<file path="src/rtl/write_back_reg_file_pkg.sv">
// Shared definitions for the write-back stage, also used by decode and the MEM/WB register.
//   - Default widths for the datapath, instruction, register index and debug counter.
//   - wb_sel_e: encoding of the 2-bit write-back source select.
//   - wb_sel_writes(): true when a select value produces a register write.
package write_back_reg_file_pkg;

  localparam int unsigned DEF_DATA_W  = 8;
  localparam int unsigned DEF_INSTR_W = 19;
  localparam int unsigned DEF_ADDR_W  = 3;
  localparam int unsigned DEF_RD_LSB  = 10;
  localparam int unsigned DEF_CNT_W   = 16;

  typedef enum logic [1:0] {
    WB_NONE  = 2'b00,
    WB_ALU   = 2'b01,
    WB_MEM   = 2'b10,
    WB_SHIFT = 2'b11
  } wb_sel_e;

  // A bubble from MEM/WB arrives as WB_NONE, so that is the only non-writing select.
  function automatic logic wb_sel_writes(input wb_sel_e sel);
    return sel != WB_NONE;
  endfunction

endpackage

</file>
<file path="src/rtl/write_back_reg_file_rf.sv">
// 8x8 architectural register file (width and depth parameterised).
// Synchronous write, two asynchronous read ports. R0 always reads zero and is never
// written. A read of the register being written this cycle returns the write data.
// Ports:
//   i_clk                  rising-edge clock
//   i_reset                synchronous active-low reset, clears every register
//   i_we                   write enable
//   i_waddr / i_wdata      write index / data
//   i_raddr_a, i_raddr_b   read indices
//   o_rdata_a, o_rdata_b   read data (combinational)
module write_back_reg_file_rf
  import write_back_reg_file_pkg::*;
#(
  parameter int unsigned DATA_W = DEF_DATA_W,
  parameter int unsigned ADDR_W = DEF_ADDR_W
) (
  input  logic              i_clk,
  input  logic              i_reset,
  input  logic              i_we,
  input  logic [ADDR_W-1:0] i_waddr,
  input  logic [DATA_W-1:0] i_wdata,
  input  logic [ADDR_W-1:0] i_raddr_a,
  input  logic [ADDR_W-1:0] i_raddr_b,
  output logic [DATA_W-1:0] o_rdata_a,
  output logic [DATA_W-1:0] o_rdata_b
);

  localparam int unsigned NumRegs = 2 ** ADDR_W;

  logic [DATA_W-1:0] r_mem [NumRegs];
  logic              w_wr_hit;
  logic [DATA_W-1:0] w_rdata_a;
  logic [DATA_W-1:0] w_rdata_b;

  // Entry 0 is only ever loaded by reset, so it stays a constant zero.
  assign w_wr_hit = i_we && (i_waddr != '0);

  always_ff @(posedge i_clk) begin
    if (!i_reset) begin
      for (int i = 0; i < NumRegs; i++) begin
        r_mem[i] <= '0;
      end
    end else if (w_wr_hit) begin
      r_mem[i_waddr] <= i_wdata;
    end
  end

  // Write-through bypass lets decode see a result in the same cycle it commits.
  always_comb begin
    w_rdata_a = '0;
    if (i_raddr_a != '0) begin
      if (w_wr_hit && (i_raddr_a == i_waddr)) begin
        w_rdata_a = i_wdata;
      end else begin
        w_rdata_a = r_mem[i_raddr_a];
      end
    end
  end

  always_comb begin
    w_rdata_b = '0;
    if (i_raddr_b != '0) begin
      if (w_wr_hit && (i_raddr_b == i_waddr)) begin
        w_rdata_b = i_wdata;
      end else begin
        w_rdata_b = r_mem[i_raddr_b];
      end
    end
  end

  assign o_rdata_a = w_rdata_a;
  assign o_rdata_b = w_rdata_b;

endmodule

</file>
<file path="src/rtl/write_back_reg_file.sv">
// Write-back stage plus architectural register file, fed by the MEM/WB pipeline register.
// Picks memory, ALU or shifter result, writes it to the destination named in the
// instruction, serves two decode read ports and exports the write-back bus for forwarding.
// A saturating counter tracks committed writes for debug.
// Ports:
//   i_clk, i_reset           clock, synchronous active-low reset
//   i_wb_mem_data            memory read data
//   i_wb_alu_out             ALU result
//   i_wb_shift_out           shifter result
//   i_wb_instruction         instruction (destination field at RD_LSB)
//   i_wb_reg_write_mux       00 none, 01 ALU, 10 memory, 11 shifter
//   i_rd_addr_a, i_rd_addr_b decode read indices
//   o_rd_data_a, o_rd_data_b decode read data (combinational, bypassed)
//   o_wb_en, o_wb_addr       write-back active / destination (combinational)
//   o_wb_data                selected write-back value (combinational)
//   o_wr_count               registered saturating count of committed writes
module write_back_reg_file
  import write_back_reg_file_pkg::*;
#(
  parameter int unsigned DATA_W  = DEF_DATA_W,
  parameter int unsigned INSTR_W = DEF_INSTR_W,
  parameter int unsigned ADDR_W  = DEF_ADDR_W,
  parameter int unsigned RD_LSB  = DEF_RD_LSB,
  parameter int unsigned CNT_W   = DEF_CNT_W
) (
  input  logic               i_clk,
  input  logic               i_reset,
  input  logic [DATA_W-1:0]  i_wb_mem_data,
  input  logic [DATA_W-1:0]  i_wb_alu_out,
  input  logic [DATA_W-1:0]  i_wb_shift_out,
  input  logic [INSTR_W-1:0] i_wb_instruction,
  input  logic [1:0]         i_wb_reg_write_mux,
  input  logic [ADDR_W-1:0]  i_rd_addr_a,
  input  logic [ADDR_W-1:0]  i_rd_addr_b,
  output logic [DATA_W-1:0]  o_rd_data_a,
  output logic [DATA_W-1:0]  o_rd_data_b,
  output logic               o_wb_en,
  output logic [ADDR_W-1:0]  o_wb_addr,
  output logic [DATA_W-1:0]  o_wb_data,
  output logic [CNT_W-1:0]   o_wr_count
);

  wb_sel_e           w_sel;
  logic [DATA_W-1:0] w_wb_data;
  logic [ADDR_W-1:0] w_wb_addr;
  logic              w_wb_en;
  logic [CNT_W-1:0]  r_wr_count;
  // Only the destination field is decoded here; the rest passes through unused.
  logic              w_unused_instr;

  assign w_sel          = wb_sel_e'(i_wb_reg_write_mux);
  assign w_wb_addr      = i_wb_instruction[RD_LSB +: ADDR_W];
  assign w_unused_instr = ^i_wb_instruction;

  always_comb begin
    w_wb_data = '0;
    unique case (w_sel)
      WB_ALU:   w_wb_data = i_wb_alu_out;
      WB_MEM:   w_wb_data = i_wb_mem_data;
      WB_SHIFT: w_wb_data = i_wb_shift_out;
      WB_NONE:  w_wb_data = '0;
      default:  w_wb_data = '0;
    endcase
  end

  // Writes to R0 are discarded, so they neither enable nor count.
  assign w_wb_en = wb_sel_writes(w_sel) && (w_wb_addr != '0);

  always_ff @(posedge i_clk) begin
    if (!i_reset) begin
      r_wr_count <= '0;
    end else if (w_wb_en && (r_wr_count != '1)) begin
      r_wr_count <= r_wr_count + 1'b1;
    end
  end

  write_back_reg_file_rf #(
    .DATA_W (DATA_W),
    .ADDR_W (ADDR_W)
  ) u_rf (
    .i_clk     (i_clk),
    .i_reset   (i_reset),
    .i_we      (w_wb_en),
    .i_waddr   (w_wb_addr),
    .i_wdata   (w_wb_data),
    .i_raddr_a (i_rd_addr_a),
    .i_raddr_b (i_rd_addr_b),
    .o_rdata_a (o_rd_data_a),
    .o_rdata_b (o_rd_data_b)
  );

  assign o_wb_en    = w_wb_en;
  assign o_wb_addr  = w_wb_addr;
  assign o_wb_data  = w_wb_data;
  assign o_wr_count = r_wr_count;

endmodule
</file>
<file path="config.mk">
export PLATFORM = sky130hd
export DESIGN_NAME = write_back_reg_file
export DESIGN_NICKNAME = d
export VERILOG_FILES = /design/src/rtl/write_back_reg_file_pkg.sv /design/src/rtl/write_back_reg_file_rf.sv /design/src/rtl/write_back_reg_file.sv
export SDC_FILE = /design/constraint.sdc
export NUM_CORES = 1
export LEC_CHECK = 0
export ABC_AREA = 1
export BUFFER_PORTS_ARGS = -buffer_cell sky130_fd_sc_hd__buf_2
export CAP_MARGIN = 20
export CORE_MARGIN = 5
export CORE_UTILIZATION = 52
export CTS_BUF_LIST = sky130_fd_sc_hd__clkbuf_4
export CTS_CLUSTER_SIZE = 28
export DETAILED_ROUTE_END_ITERATION = 7
export MAX_ROUTING_LAYER = met4
export PLACE_DENSITY = 0.79
export SKIP_LAST_GASP = 1
export SYNTH_ARGS = -nofsm -noshare
export SYNTH_HDL_FRONTEND = slang
export SYNTH_SLANG_ARGS = --single-unit
</file>
<file path="constraint.sdc">
create_clock -name i_clk -period 1.5 [get_ports i_clk]
set_input_delay 0.3 -clock i_clk [delete_from_list [all_inputs] [get_ports i_clk]]
set_output_delay 0.3 -clock i_clk [all_outputs]
set_load 0.03 [all_outputs]
</file>
==> load_flow_metrics.sql, run 1 <==
INSERT INTO impl_metrics (metric_group, metric, value, unit) VALUES
('outcome', 'outcome', 'complete, but fails checks', ''),
('outcome', 'failed_checks', 'setup timing', ''),
('global_route', 'grt_first_pass_wirelength', '28.3', 'mm'),
('detailed_routing', 'dr_total_vias', '5710', ''),
('floorplanning', 'initial_core_util', '53.8', '%'),
('placement', 'port_buffers', '80', ''),
('critical_path', 'r2r.worst_path.cells', '9', ''),
('timing', 'layout_worst_path_cycle_share', '127', '%'),
('synthesis', 'ys.flop_type', 'sky130_fd_sc_hd__edfxtp_1', ''),
('timing', 'fmax', '0.524', 'GHz'),
('worst_hold_path', 'min_path_type', 'in -> reg', ''),
('cts', 'cts_sinks', '80', ''),
('detailed_routing', 'initialDrtViolationCount', '755', ''),
('layout', 'diode_insertion_count_for_antenna_repair', '0', ''),
('placement', 'post-place-ws', '-0.339', 'ns'),
('flow_run', 'cap_viol_max_count', '0', ''),
('layout', 'final_layout_size_suffix_gt1_share', '42.1', '%'),
('synthesis', 'postSynthAreaPerCell', '7.14', 'um^2'),
('floorplanning', 'io_pins', '97', ''),
('cts', 'cts_hold_buffers_added', '0', ''),
('detailed_routing', 'wl_per_cell', '19.1', 'um'),
('synthesis', 'post_synth_most_frequent_cells', 'sky130_fd_sc_hd__nand2_1 (238), sky130_fd_sc_hd__nor2_1 (131), sky130_fd_sc_hd__nand3_1 (106), sky130_fd_sc_hd__edfxtp_1 (64), sky130_fd_sc_hd__inv_1 (32)', ''),
('critical_path', 'cp_launch_type', 'flip-flop', ''),
('global_route', 'largest_net_degree_at_the_start_of_global_routing', '33', ''),
('layout', 'syn2layout_area_growth', '47.5', '%'),
('global_route', 'global_route_usage_over_all_layers', '32.6', '%'),
('timing', 'skew', '0.0232', 'ns'),
('critical_path', 'r2r_slack', '0.08', 'ns'),
('placement', 'gp_congestion', '0.998', ''),
('cts', 'clk_pin_slew', '0.14', 'ns'),
('floorplanning', 'die-height', '108', 'um'),
('synthesis', 'synth_area_leader_cell', 'sky130_fd_sc_hd__edfxtp_1', ''),
('cts', 'tritoncts_clock_tree', 'yes', ''),
('timing', 'report.final.setup_viol', '24', ''),
('placement', 'dp.final_hpwl', '12.7', 'mm'),
('synthesis', 'syn-cell-area', '5020', 'um^2'),
('cts', 'worst_skew_pair.late_latency', '0.44', 'ns'),
('worst_hold_path', 'hold_crit_start', 'i_reset', ''),
('critical_path', 'timing_worst_setup_path_type', 'reg -> out', ''),
('critical_path', 'cp_max_fo', '2', ''),
('critical_path', 'timing.rr.start', 'o_wr_count[1]', ''),
('floorplanning', 'fp.dieArea', '11700', 'um^2'),
('timing', 'layout_setup_ws', '-0.408', 'ns'),
('detailed_routing', 'avgViaCountPerCell', '5.76', ''),
('cts', 'cts-root-buf', 'sky130_fd_sc_hd__clkbuf_4', ''),
('detailed_routing', 'drt_pass1_iterations', '8', ''),
('global_route', 'overflow', '0', ''),
('worst_hold_path', 'holdPathStages', '4', ''),
('synthesis', 'yosys_register_bits', '80', ''),
('critical_path', 'critical_path.endpoint_type', 'primary output', ''),
('timing', 'final-max-slew-violation-count', '0', ''),
('global_route', 'first_global_vias', '5419', ''),
('synthesis', 'yosys_warnings', '0', ''),
('synthesis', 'synthDominantCellAreaShare', '38.3', '%'),
('timing', 'grt_setup_unrepaired', 'yes', ''),
('cts', 'cts_buffers', '9', ''),
('critical_path', 'cpPeakStageDelay', '0.46', 'ns'),
('detailed_routing', 'total_drc_errors_in_the_routed_layout', '0', ''),
('timing', 'final_period_minus_worst_setup_slack', '1.91', 'ns'),
('synthesis', 'seq_area_frac_synth', '44.7', '%'),
('cts', 'clk_path_buf_depth', '2', ''),
('detailed_routing', 'postRouteWirelength', '18.9', 'mm'),
('synthesis', 'number_of_enable_flip_flop_cells_after_synthesis', '64', ''),
('detailed_routing', 'antenna_left', '0', ''),
('layout', 'final_core_utilization', '79.3', '%'),
('global_route', 'grt_antenna_before_repair', '0', ''),
('worst_hold_path', 'hold_end', 'o_wr_count[8]', ''),
('synthesis', 'post_synth_inst_count', '703', ''),
('cts', 'ctsHtreeMaxLevel', '3', ''),
('synthesis', 'yosysMostFrequentCell', 'sky130_fd_sc_hd__nand2_1', ''),
('synthesis', 'synth.lib_cells_used.distinct', '31', '');
power breakdown:
group          internal (mW)  switching (mW)  leakage (nW)  total (mW)
registers               2.53           0.103         0.752        2.63
logic                  0.770            1.18          2.51        1.95
clock network          0.546           0.765        0.0731        1.31
total                   3.85            2.04          3.33        5.89
layer usage:
metal,up-vias,wire length [um],global-route usage (%)
met1,2650,7260,39.9
met4,0,916,15.0
met3,90,1940,6.63
met5,-,0,-
met2,389,8780,52.1
li1,2581,-,-
metrics by stage:
step	power [mW]	instances	area [um^2]	hold slack, ns	setup TNS (ns)
2_1_floorplan	3.61	710	5350	0.423	-0.105
3_3_place_gp	4.17	964	6440	0.511	-19.37
3_5_place_dp	4.22	964	6440	0.535	-23.65
4_1_cts	5.76	988	7170	0.304	-5.28
5_1_grt	6.11	992	7400	0.321	-7.99
6_report	5.89	992	7400	0.315	-6.10
worst max-delay path, delay by kind of cell, from the launching register on:
family	cells	cell delay [ns]
flops	1	0.46
buf+inv	1	0.16
simple gates	6	0.57
layout by cell type (no fill, tap or decap), types with 2 or more instances in the layout:
master / Yosys / layout
sky130_fd_sc_hd__a21oi_1: 9 / 8
sky130_fd_sc_hd__buf_12: 0 / 20
sky130_fd_sc_hd__buf_2: 20 / 52
sky130_fd_sc_hd__buf_4: 5 / 65
sky130_fd_sc_hd__buf_6: 3 / 27
sky130_fd_sc_hd__clkbuf_4: 0 / 12
sky130_fd_sc_hd__clkinvlp_4: 0 / 6
sky130_fd_sc_hd__conb_1: 1 / 8
sky130_fd_sc_hd__dfxtp_1: 16 / 6
sky130_fd_sc_hd__dfxtp_2: 0 / 8
sky130_fd_sc_hd__dfxtp_4: 0 / 2
sky130_fd_sc_hd__edfxtp_1: 64 / 64
sky130_fd_sc_hd__inv_1: 32 / 24
sky130_fd_sc_hd__inv_2: 11 / 11
sky130_fd_sc_hd__inv_4: 2 / 3
sky130_fd_sc_hd__inv_8: 0 / 2
sky130_fd_sc_hd__nand2_1: 238 / 210
sky130_fd_sc_hd__nand2_2: 3 / 26
sky130_fd_sc_hd__nand2_4: 1 / 5
sky130_fd_sc_hd__nand3_1: 106 / 57
sky130_fd_sc_hd__nand3_2: 11 / 56
sky130_fd_sc_hd__nand3_4: 1 / 6
sky130_fd_sc_hd__nand4_1: 5 / 5
sky130_fd_sc_hd__nor2_1: 131 / 101
sky130_fd_sc_hd__nor2_2: 11 / 10
sky130_fd_sc_hd__nor2_4: 0 / 31
sky130_fd_sc_hd__o21ai_0: 14 / 4
sky130_fd_sc_hd__o21ai_1: 1 / 6
sky130_fd_sc_hd__o21ai_2: 0 / 5
sky130_fd_sc_hd__or2_0: 2 / 2
sky130_fd_sc_hd__or2_4: 1 / 6
sky130_fd_sc_hd__xor2_1: 3 / 3
worst max path at each step:
stage / from / endpoint / slack (ns) / cells past startpoint
after floorplan: i_wb_reg_write_mux[0] / o_rd_data_a[5] / -0.02 / 6
after global placement: i_wb_instruction[12] / o_rd_data_a[6] / -0.30 / 10
after detailed placement: i_wb_reg_write_mux[0] / o_rd_data_b[1] / -0.34 / 9
after CTS: u_rf.r_mem[7][1] / o_rd_data_a[1] / -0.37 / 9
after global routing: u_rf.r_mem[6][4] / o_rd_data_a[4] / -0.48 / 9
final: u_rf.r_mem[6][0] / o_rd_data_a[0] / -0.41 / 7
area by class of cell:
cell class | instances | area (um^2)
Multi-Input combinational cell | 556 | 3140
Timing Repair Buffer | 166 | 1490
Tap cell | 129 | 161
Clock inverter | 5 | 58.8
Fill cell | 595 | 1930
Sequential cell | 80 | 2260
Clock buffer | 11 | 82.6
Inverter | 45 | 211
cells by family (layout without fill, tap and decap cells):
logic type,count (synthesis),after routing,synth area share [%]
fa+ha+maj,1,1,0.249
xor+xnor,4,4,0.699
other cells,1,8,0.0748
simple gates,517,518,44.7
buf+inv,75,227,7.03
compound gates,25,25,2.52
flops,80,80,44.7
sequential cells by signal, summed over array words and instances, names as in the netlist:
signal / cells
o_wr_count: 16
u_rf.r_mem: 64
repair_timing:
item | in CTS | in global routing
gates cloned | 1 | 1
setup buffers | 7 | 4
pin swaps | 103 | 47
resized for setup | 134 | 50
endpoints found under the setup margin | 31 | 37
No activity file was read; power rests on OpenSTA's default activity.
==> run 2: changes to the inputs <==
Settings changed: CORE_UTILIZATION 52 to 40, PLACE_DENSITY 0.79 to default.
==> load_flow_metrics.sql, run 2 (synthesized netlist as in run 1, its figures left out) <==
INSERT INTO impl_metrics (metric_group, metric, value, unit) VALUES
('detailed_routing', 'initialDrtViolationCount', '378', ''),
('timing', 'skew', '0.0106', 'ns'),
('placement', 'gp_congestion', '0.997', ''),
('timing', 'layout_setup_ws', '-0.404', 'ns'),
('timing', 'grt_setup_unrepaired', 'yes', ''),
('critical_path', 'timing_worst_setup_path_type', 'reg -> out', ''),
('layout', 'final_layout_size_suffix_gt1_share', '39.5', '%'),
('power_and_ir_drop', 'power.density', '795', 'nW/um^2'),
('detailed_routing', 'total_drc_errors_in_the_routed_layout', '0', ''),
('cts', 'clk_path_buf_depth', '2', ''),
('floorplanning', 'io_pins', '97', ''),
('critical_path', 'worst_path_most_repeated_cell', 'sky130_fd_sc_hd__nand2_1', ''),
('power_and_ir_drop', 'cellLeakagePower', '3.28', 'nW'),
('outcome', 'failed_checks', 'setup timing', ''),
('timing', 'final_period_minus_worst_setup_slack', '1.90', 'ns'),
('layout', 'final_cell_area', '7340', 'um^2'),
('timing', 'layout_worst_path_cycle_share', '127', '%'),
('global_route', 'first_global_vias', '5167', ''),
('detailed_routing', 'dr_total_vias', '5302', ''),
('timing', 'setup-tns-final', '-5.79', 'ns'),
('detailed_routing', 'antenna_left', '0', ''),
('power_and_ir_drop', 'vdd_ir_drop_max', '0.412', 'mV'),
('timing', 'final-max-slew-violation-count', '0', ''),
('critical_path', 'endpoint_arrival_time_on_the_critical_path', '1.60', 'ns'),
('layout', 'syn2layout_area_growth', '46.4', '%'),
('cts', 'cts-root-buf', 'sky130_fd_sc_hd__clkbuf_4', ''),
('cts', 'clk_pin_slew', '0.14', 'ns'),
('critical_path', 'cp_slowest_cell', 'sky130_fd_sc_hd__edfxtp_1', ''),
('detailed_routing', 'postRouteWirelength', '17.5', 'mm'),
('layout', 'sequential_cell_area', '2260', 'um^2'),
('critical_path', 'critPathRequiredTime', '1.20', 'ns'),
('placement', 'port_buffers', '80', ''),
('layout', 'max_flop_register', 'u_rf.r_mem', ''),
('detailed_routing', 'drt_pass1_iterations', '5', ''),
('layout', 'final_net_count', '914', ''),
('floorplanning', 'fp.coreArea', '12500', 'um^2'),
('critical_path', 'crit_chain', 'nand2_1 -> nand3_1 -> nand2_1 -> nand2_1 -> nand2_1 -> nand2_2 -> nand2_2 -> nor2_4 -> buf_6', ''),
('critical_path', 'cpPeakStageDelay', '0.46', 'ns'),
('flow_run', 'cap_viol_max_count', '0', ''),
('layout', 'most_common_cell_after_layout_fill_and_taps_aside', 'sky130_fd_sc_hd__nand2_1', ''),
('global_route', 'largest_net_degree_at_the_start_of_global_routing', '33', ''),
('global_route', 'grt_antenna_before_repair', '0', ''),
('layout', 'multi_input_comb_area', '3010', 'um^2'),
('layout', 'stdcell_count', '1037', ''),
('floorplanning', 'die-height', '122', 'um'),
('layout', 'commonest_non_fill_non_tap_cells_in_the_layout', 'sky130_fd_sc_hd__nand2_1 (218), sky130_fd_sc_hd__nor2_1 (99), sky130_fd_sc_hd__nand3_1 (69), sky130_fd_sc_hd__buf_4 (65), sky130_fd_sc_hd__edfxtp_1 (64)', ''),
('floorplanning', 'initial_core_util', '40.2', '%'),
('cts', 'ctsHtreeMaxLevel', '3', ''),
('placement', 'cell_area_placed', '6590', 'um^2'),
('global_route', 'global_route_usage_over_all_layers', '24.6', '%'),
('timing', 'fmax', '0.525', 'GHz'),
('critical_path', 'cp_launch_type', 'flip-flop', ''),
('placement', 'dp.final_hpwl', '13.1', 'mm'),
('placement', 'numPlacedInstances', '1015', ''),
('critical_path', 'critical_path.endpoint_type', 'primary output', ''),
('detailed_routing', 'wl_per_cell', '16.9', 'um'),
('critical_path', 'cp_max_fo', '2', ''),
('global_route', 'grt_first_pass_wirelength', '27.3', 'mm'),
('floorplanning', 'placementRows', '41', ''),
('layout', 'largest_reg_flops', '64', ''),
('detailed_routing', 'avgViaCountPerCell', '5.11', ''),
('cts', 'cts_buffers', '9', ''),
('layout', 'diode_insertion_count_for_antenna_repair', '0', ''),
('timing', 'report.final.setup_viol', '21', ''),
('floorplanning', 'dieWidth', '122', 'um'),
('cts', 'worst_skew_pair.late_latency', '0.45', 'ns'),
('layout', 'n_fill_cell', '1118', ''),
('outcome', 'outcome', 'complete, but fails checks', ''),
('global_route', 'overflow', '0', ''),
('cts', 'cts_sinks', '80', ''),
('cts', 'tritoncts_clock_tree', 'yes', ''),
('timing', 'number_of_failing_hold_endpoints_at_the_final_stage', '0', ''),
('worst_hold_path', 'min_path_type', 'in -> reg', ''),
('floorplanning', 'fp.dieArea', '14900', 'um^2');
run 2: cell types whose count changed in the layout (fill, tap and decap cells not counted), sizes merged:
cell	delta
clkbuf	+2
inv	+1
nand3	-1
buf	+2
clkinv	-2
run 2: worst paths after layout:
check / start / endpoint / slack, ns / depth (start not counted)
worst min-delay path: i_reset / o_wr_count[6] / 0.31 / 4
worst max register to register: o_wr_count[1] / o_wr_count[6] / 0.11 / 10
worst max-delay path: u_rf.r_mem[0][4] / o_rd_data_a[4] / -0.40 / 9
worst min register to register: o_wr_count[2] / o_wr_count[2] / 0.54 / 2
run 2: timing repair:
action,CTS,global route
endpoints found under the setup margin,28,40
pin swaps,81,45
setup buffers,2,4
hold buffers,0,0
gates resized for setup,101,55
run 2: through the flow:
step | power (mW) | hold WS [ns] | setup WS (ns) | utilization (%)
finish | 5.84 | 0.306 | -0.404 | 58.9
global route | 6.12 | 0.303 | -0.517 | 58.9
CTS | 5.79 | 0.286 | -0.399 | 57.0
detailed placement | 4.25 | 0.527 | -0.348 | 52.9
global placement | 4.23 | 0.511 | -0.315 | 52.9
floorplan | 3.61 | 0.423 | -0.0185 | -
run 2: area by class of cell:
class	instances	share of cell area, %
Clock buffer	12	1.23
Clock inverter	4	0.733
Inverter	45	2.91
Multi-Input combinational cell	555	41.0
Sequential cell	80	30.7
Tap cell	172	2.93
Timing Repair Buffer	169	20.5
run 2: per-layer routing:
| layer | global-route usage, % | share of wire [%] | vias up |
|---|---|---|---|
| met5 | - | 0 | - |
| met4 | 9.38 | 2.3 | 0 |
| met3 | 4.55 | 8.5 | 29 |
| met2 | 40.0 | 48 | 226 |
| met1 | 30.7 | 41 | 2463 |
| li1 | - | - | 2584 |
run 2: critical path, delay by kind of cell, from the launching register on:
family	cells	cell delay (ns)
buffers and inverters	1	0.14
DFF	1	0.46
and+or+nand+nor	8	0.57
run 2: report_power, final:
group / switching, mW / leakage, nW / internal (mW) / total [mW]
logic: 1.10 / 2.46 / 0.761 / 1.86
registers: 0.0936 / 0.750 / 2.53 / 2.62
clock network: 0.788 / 0.0742 / 0.571 / 1.36
total: 1.98 / 3.28 / 3.86 / 5.84
==> run 3: changes to the inputs <==
Settings changed: PLACE_DENSITY from default to 0.61.
==> load_flow_metrics.sql, run 3 (synthesized netlist as in run 1, its figures left out) <==
INSERT INTO impl_metrics (metric_group, metric, value, unit) VALUES
('outcome', 'outcome', 'complete, but fails checks', ''),
('outcome', 'failed_checks', 'setup timing', ''),
('placement', 'gp_congestion', '0.947', ''),
('detailed_routing', 'antenna_left', '0', ''),
('worst_hold_path', 'hold_crit_start', 'i_reset', ''),
('floorplanning', 'fp.dieArea', '14900', 'um^2'),
('timing', 'layout_worst_path_cycle_share', '126', '%'),
('cts', 'clk_pin_slew', '0.14', 'ns'),
('floorplanning', 'die-height', '122', 'um'),
('power_and_ir_drop', 'comb_power_share', '31.9', '%'),
('placement', 'numPlacedInstances', '1016', ''),
('timing', 'number_of_failing_hold_endpoints_at_the_final_stage', '0', ''),
('timing', 'grt_setup_unrepaired', 'yes', ''),
('cts', 'worst_skew_pair.late_latency', '0.46', 'ns'),
('detailed_routing', 'total_drc_errors_in_the_routed_layout', '0', ''),
('power_and_ir_drop', 'vdd_ir_drop_max', '0.299', 'mV'),
('worst_hold_path', 'hold_end', 'o_wr_count[9]', ''),
('placement', 'dp.final_hpwl', '12.9', 'mm'),
('global_route', 'first_global_vias', '4927', ''),
('critical_path', 'cp_max_fo', '2', ''),
('cts', 'tritoncts_clock_tree', 'yes', ''),
('layout', 'stdcell_count', '1044', ''),
('layout', 'final_net_count', '920', ''),
('critical_path', 'timing_startpoint_of_the_critical_path', 'u_rf.r_mem[7][3]', ''),
('worst_hold_path', 'holdPathStages', '4', ''),
('timing', 'layout_setup_ws', '-0.387', 'ns'),
('floorplanning', 'dieWidth', '122', 'um'),
('power_and_ir_drop', 'power.switching_fraction', '34.2', '%'),
('layout', 'final_cell_area', '7440', 'um^2'),
('critical_path', 'critPathRequiredTime', '1.20', 'ns'),
('timing', 'fmax', '0.530', 'GHz'),
('critical_path', 'r2r-end', 'o_wr_count[6]', ''),
('critical_path', 'critical_path.endpoint_type', 'primary output', ''),
('critical_path', 'r2r_slack', '0.04', 'ns'),
('global_route', 'largest_net_degree_at_the_start_of_global_routing', '33', ''),
('floorplanning', 'initial_core_util', '40.2', '%'),
('layout', 'final_layout_size_suffix_gt1_share', '41.6', '%'),
('placement', 'cell_area_placed', '6560', 'um^2'),
('detailed_routing', 'avgViaCountPerCell', '5.10', ''),
('global_route', 'grt_first_pass_wirelength', '25.9', 'mm'),
('timing', 'skew', '0.0181', 'ns'),
('critical_path', 'cp_launch_type', 'flip-flop', ''),
('detailed_routing', 'wl_per_cell', '16.2', 'um'),
('cts', 'cts_sinks', '80', ''),
('cts', 'clk_path_buf_depth', '2', ''),
('worst_hold_path', 'min_path_type', 'in -> reg', ''),
('timing', 'holdWs', '0.302', 'ns'),
('critical_path', 'timing.rr.start', 'o_wr_count[0]', ''),
('layout', 'most_common_cell_after_layout_fill_and_taps_aside', 'sky130_fd_sc_hd__nand2_1', ''),
('layout', 'multi_input_comb_area', '3040', 'um^2'),
('layout', 'commonest_non_fill_non_tap_cells_in_the_layout', 'sky130_fd_sc_hd__nand2_1 (207), sky130_fd_sc_hd__nor2_1 (97), sky130_fd_sc_hd__nand3_1 (75), sky130_fd_sc_hd__buf_4 (70), sky130_fd_sc_hd__edfxtp_1 (64)', ''),
('power_and_ir_drop', 'share_seq_of_total_power', '45.2', '%'),
('detailed_routing', 'drt_pass1_iterations', '5', ''),
('timing', 'final_period_minus_worst_setup_slack', '1.89', 'ns'),
('power_and_ir_drop', 'power.density', '783', 'nW/um^2'),
('critical_path', 'crit_chain', 'buf_6 -> nand2_2 -> nand3_2 -> nand3_2 -> nand2_2 -> nor2_2 -> nor2_2 -> buf_6', ''),
('critical_path', 'path_delay_family', 'flip-flops', ''),
('placement', 'port_buffers', '80', ''),
('global_route', 'overflow', '0', ''),
('layout', 'max_flop_register', 'u_rf.r_mem', ''),
('layout', 'largest_reg_flops', '64', ''),
('floorplanning', 'placementRows', '41', ''),
('power_and_ir_drop', 'cellLeakagePower', '3.35', 'nW'),
('layout', 'sequential_cell_area', '2260', 'um^2'),
('cts', 'cts-root-buf', 'sky130_fd_sc_hd__clkbuf_4', ''),
('power_and_ir_drop', 'pwr-share-clk', '22.9', '%'),
('layout', 'n_fill_cell', '1098', ''),
('critical_path', 'crit_buf_inv', '2', ''),
('critical_path', 'timing_worst_setup_path_type', 'reg -> out', ''),
('detailed_routing', 'postRouteWirelength', '16.9', 'mm'),
('power_and_ir_drop', 'intPower', '3.83', 'mW'),
('critical_path', 'r2r.worst_path.cells', '11', ''),
('cts', 'ctsHtreeMaxLevel', '3', ''),
('timing', 'final-max-slew-violation-count', '0', ''),
('detailed_routing', 'dr_total_vias', '5320', ''),
('cts', 'cts_hold_buffers_added', '0', ''),
('floorplanning', 'fp.coreArea', '12500', 'um^2'),
('critical_path', 'cpPeakStageDelay', '0.45', 'ns'),
('floorplanning', 'io_pins', '97', ''),
('critical_path', 'endpoint_arrival_time_on_the_critical_path', '1.59', 'ns'),
('critical_path', 'cp_slowest_cell', 'sky130_fd_sc_hd__edfxtp_1', ''),
('cts', 'cts_buffers', '9', ''),
('detailed_routing', 'initialDrtViolationCount', '414', ''),
('global_route', 'grt_antenna_before_repair', '1', ''),
('power_and_ir_drop', 'net-switching-power', '1.99', 'mW'),
('timing', 'report.final.setup_viol', '22', ''),
('global_route', 'global_route_usage_over_all_layers', '23.3', '%'),
('layout', 'syn2layout_area_growth', '48.2', '%'),
('flow_run', 'cap_viol_max_count', '0', '');
run 3: cell types whose count changed in the layout (fill, tap and decap cells not counted), sizes merged:
cell      change
buf           +2
clkinv        +1
diode         +1
inv           +3
clkinvlp      -1
clkbuf        +1
run 3: repair_timing:
action,in CTS,in global routing
gates resized for setup,99,88
pin swaps,95,55
buffers inserted,4,8
setup endpoints to repair,29,47
run 3: final cells by class:
cell class,instances,area share (%)
multi-input combinational,555,40.9
sequential,80,30.4
timing repair buffer,175,20.9
tap,172,2.89
inverter,45,2.84
clock inverter,7,1.04
clock buffer,9,0.909
antenna,1,0.0337
run 3: power by group through the flow:
stage / combinational (mW) / sequential, mW / clock [mW]
2_1_floorplan: 0.957 / 2.65 / 0
3_5_place_dp: 1.55 / 2.68 / 0
6_report: 1.86 / 2.63 / 1.33
5_1_grt: 1.99 / 2.65 / 1.46
3_3_place_gp: 1.53 / 2.68 / 0
4_1_cts: 1.74 / 2.63 / 1.36
run 3: metal layers:
layer / share of wire (%) / GRT usage, %
met4: 3.3 / 9.66
met2: 47 / 36.6
met1: 43 / 30.1
met3: 7.4 / 3.53
met5: 0 / -
run 3: how the worst max path moves through the flow:
stage                     endpoint  slack (ns)  cells after the start
floorplan           o_rd_data_a[5]       -0.02                      6
global placement    o_rd_data_b[1]       -0.35                      9
detailed placement  o_rd_data_b[1]       -0.35                      9
CTS                 o_rd_data_a[1]       -0.41                      9
global route        o_rd_data_b[3]       -0.48                      8
finish              o_rd_data_b[3]       -0.39                      8
run 3: worst min-delay path, cell delays in order:
cell and delay, ns:
sky130_fd_sc_hd__buf_2 0.10, sky130_fd_sc_hd__buf_4 0.20, sky130_fd_sc_hd__nand2_1 0.09, sky130_fd_sc_hd__nor2_1 0.03
run 3: metrics by stage:
| stage | util, % | power [mW] | setup WS, ns | setup TNS, ns |
|---|---|---|---|---|
| final | 59.7 | 5.82 | -0.387 | -5.83 |
| after global routing | 59.7 | 6.09 | -0.476 | -7.69 |
| after floorplan | - | 3.61 | -0.0185 | -0.105 |
| after CTS | 56.7 | 5.74 | -0.412 | -6.04 |
| after global placement | 52.6 | 4.21 | -0.349 | -20.68 |
| after detailed placement | 52.6 | 4.23 | -0.351 | -24.03 |
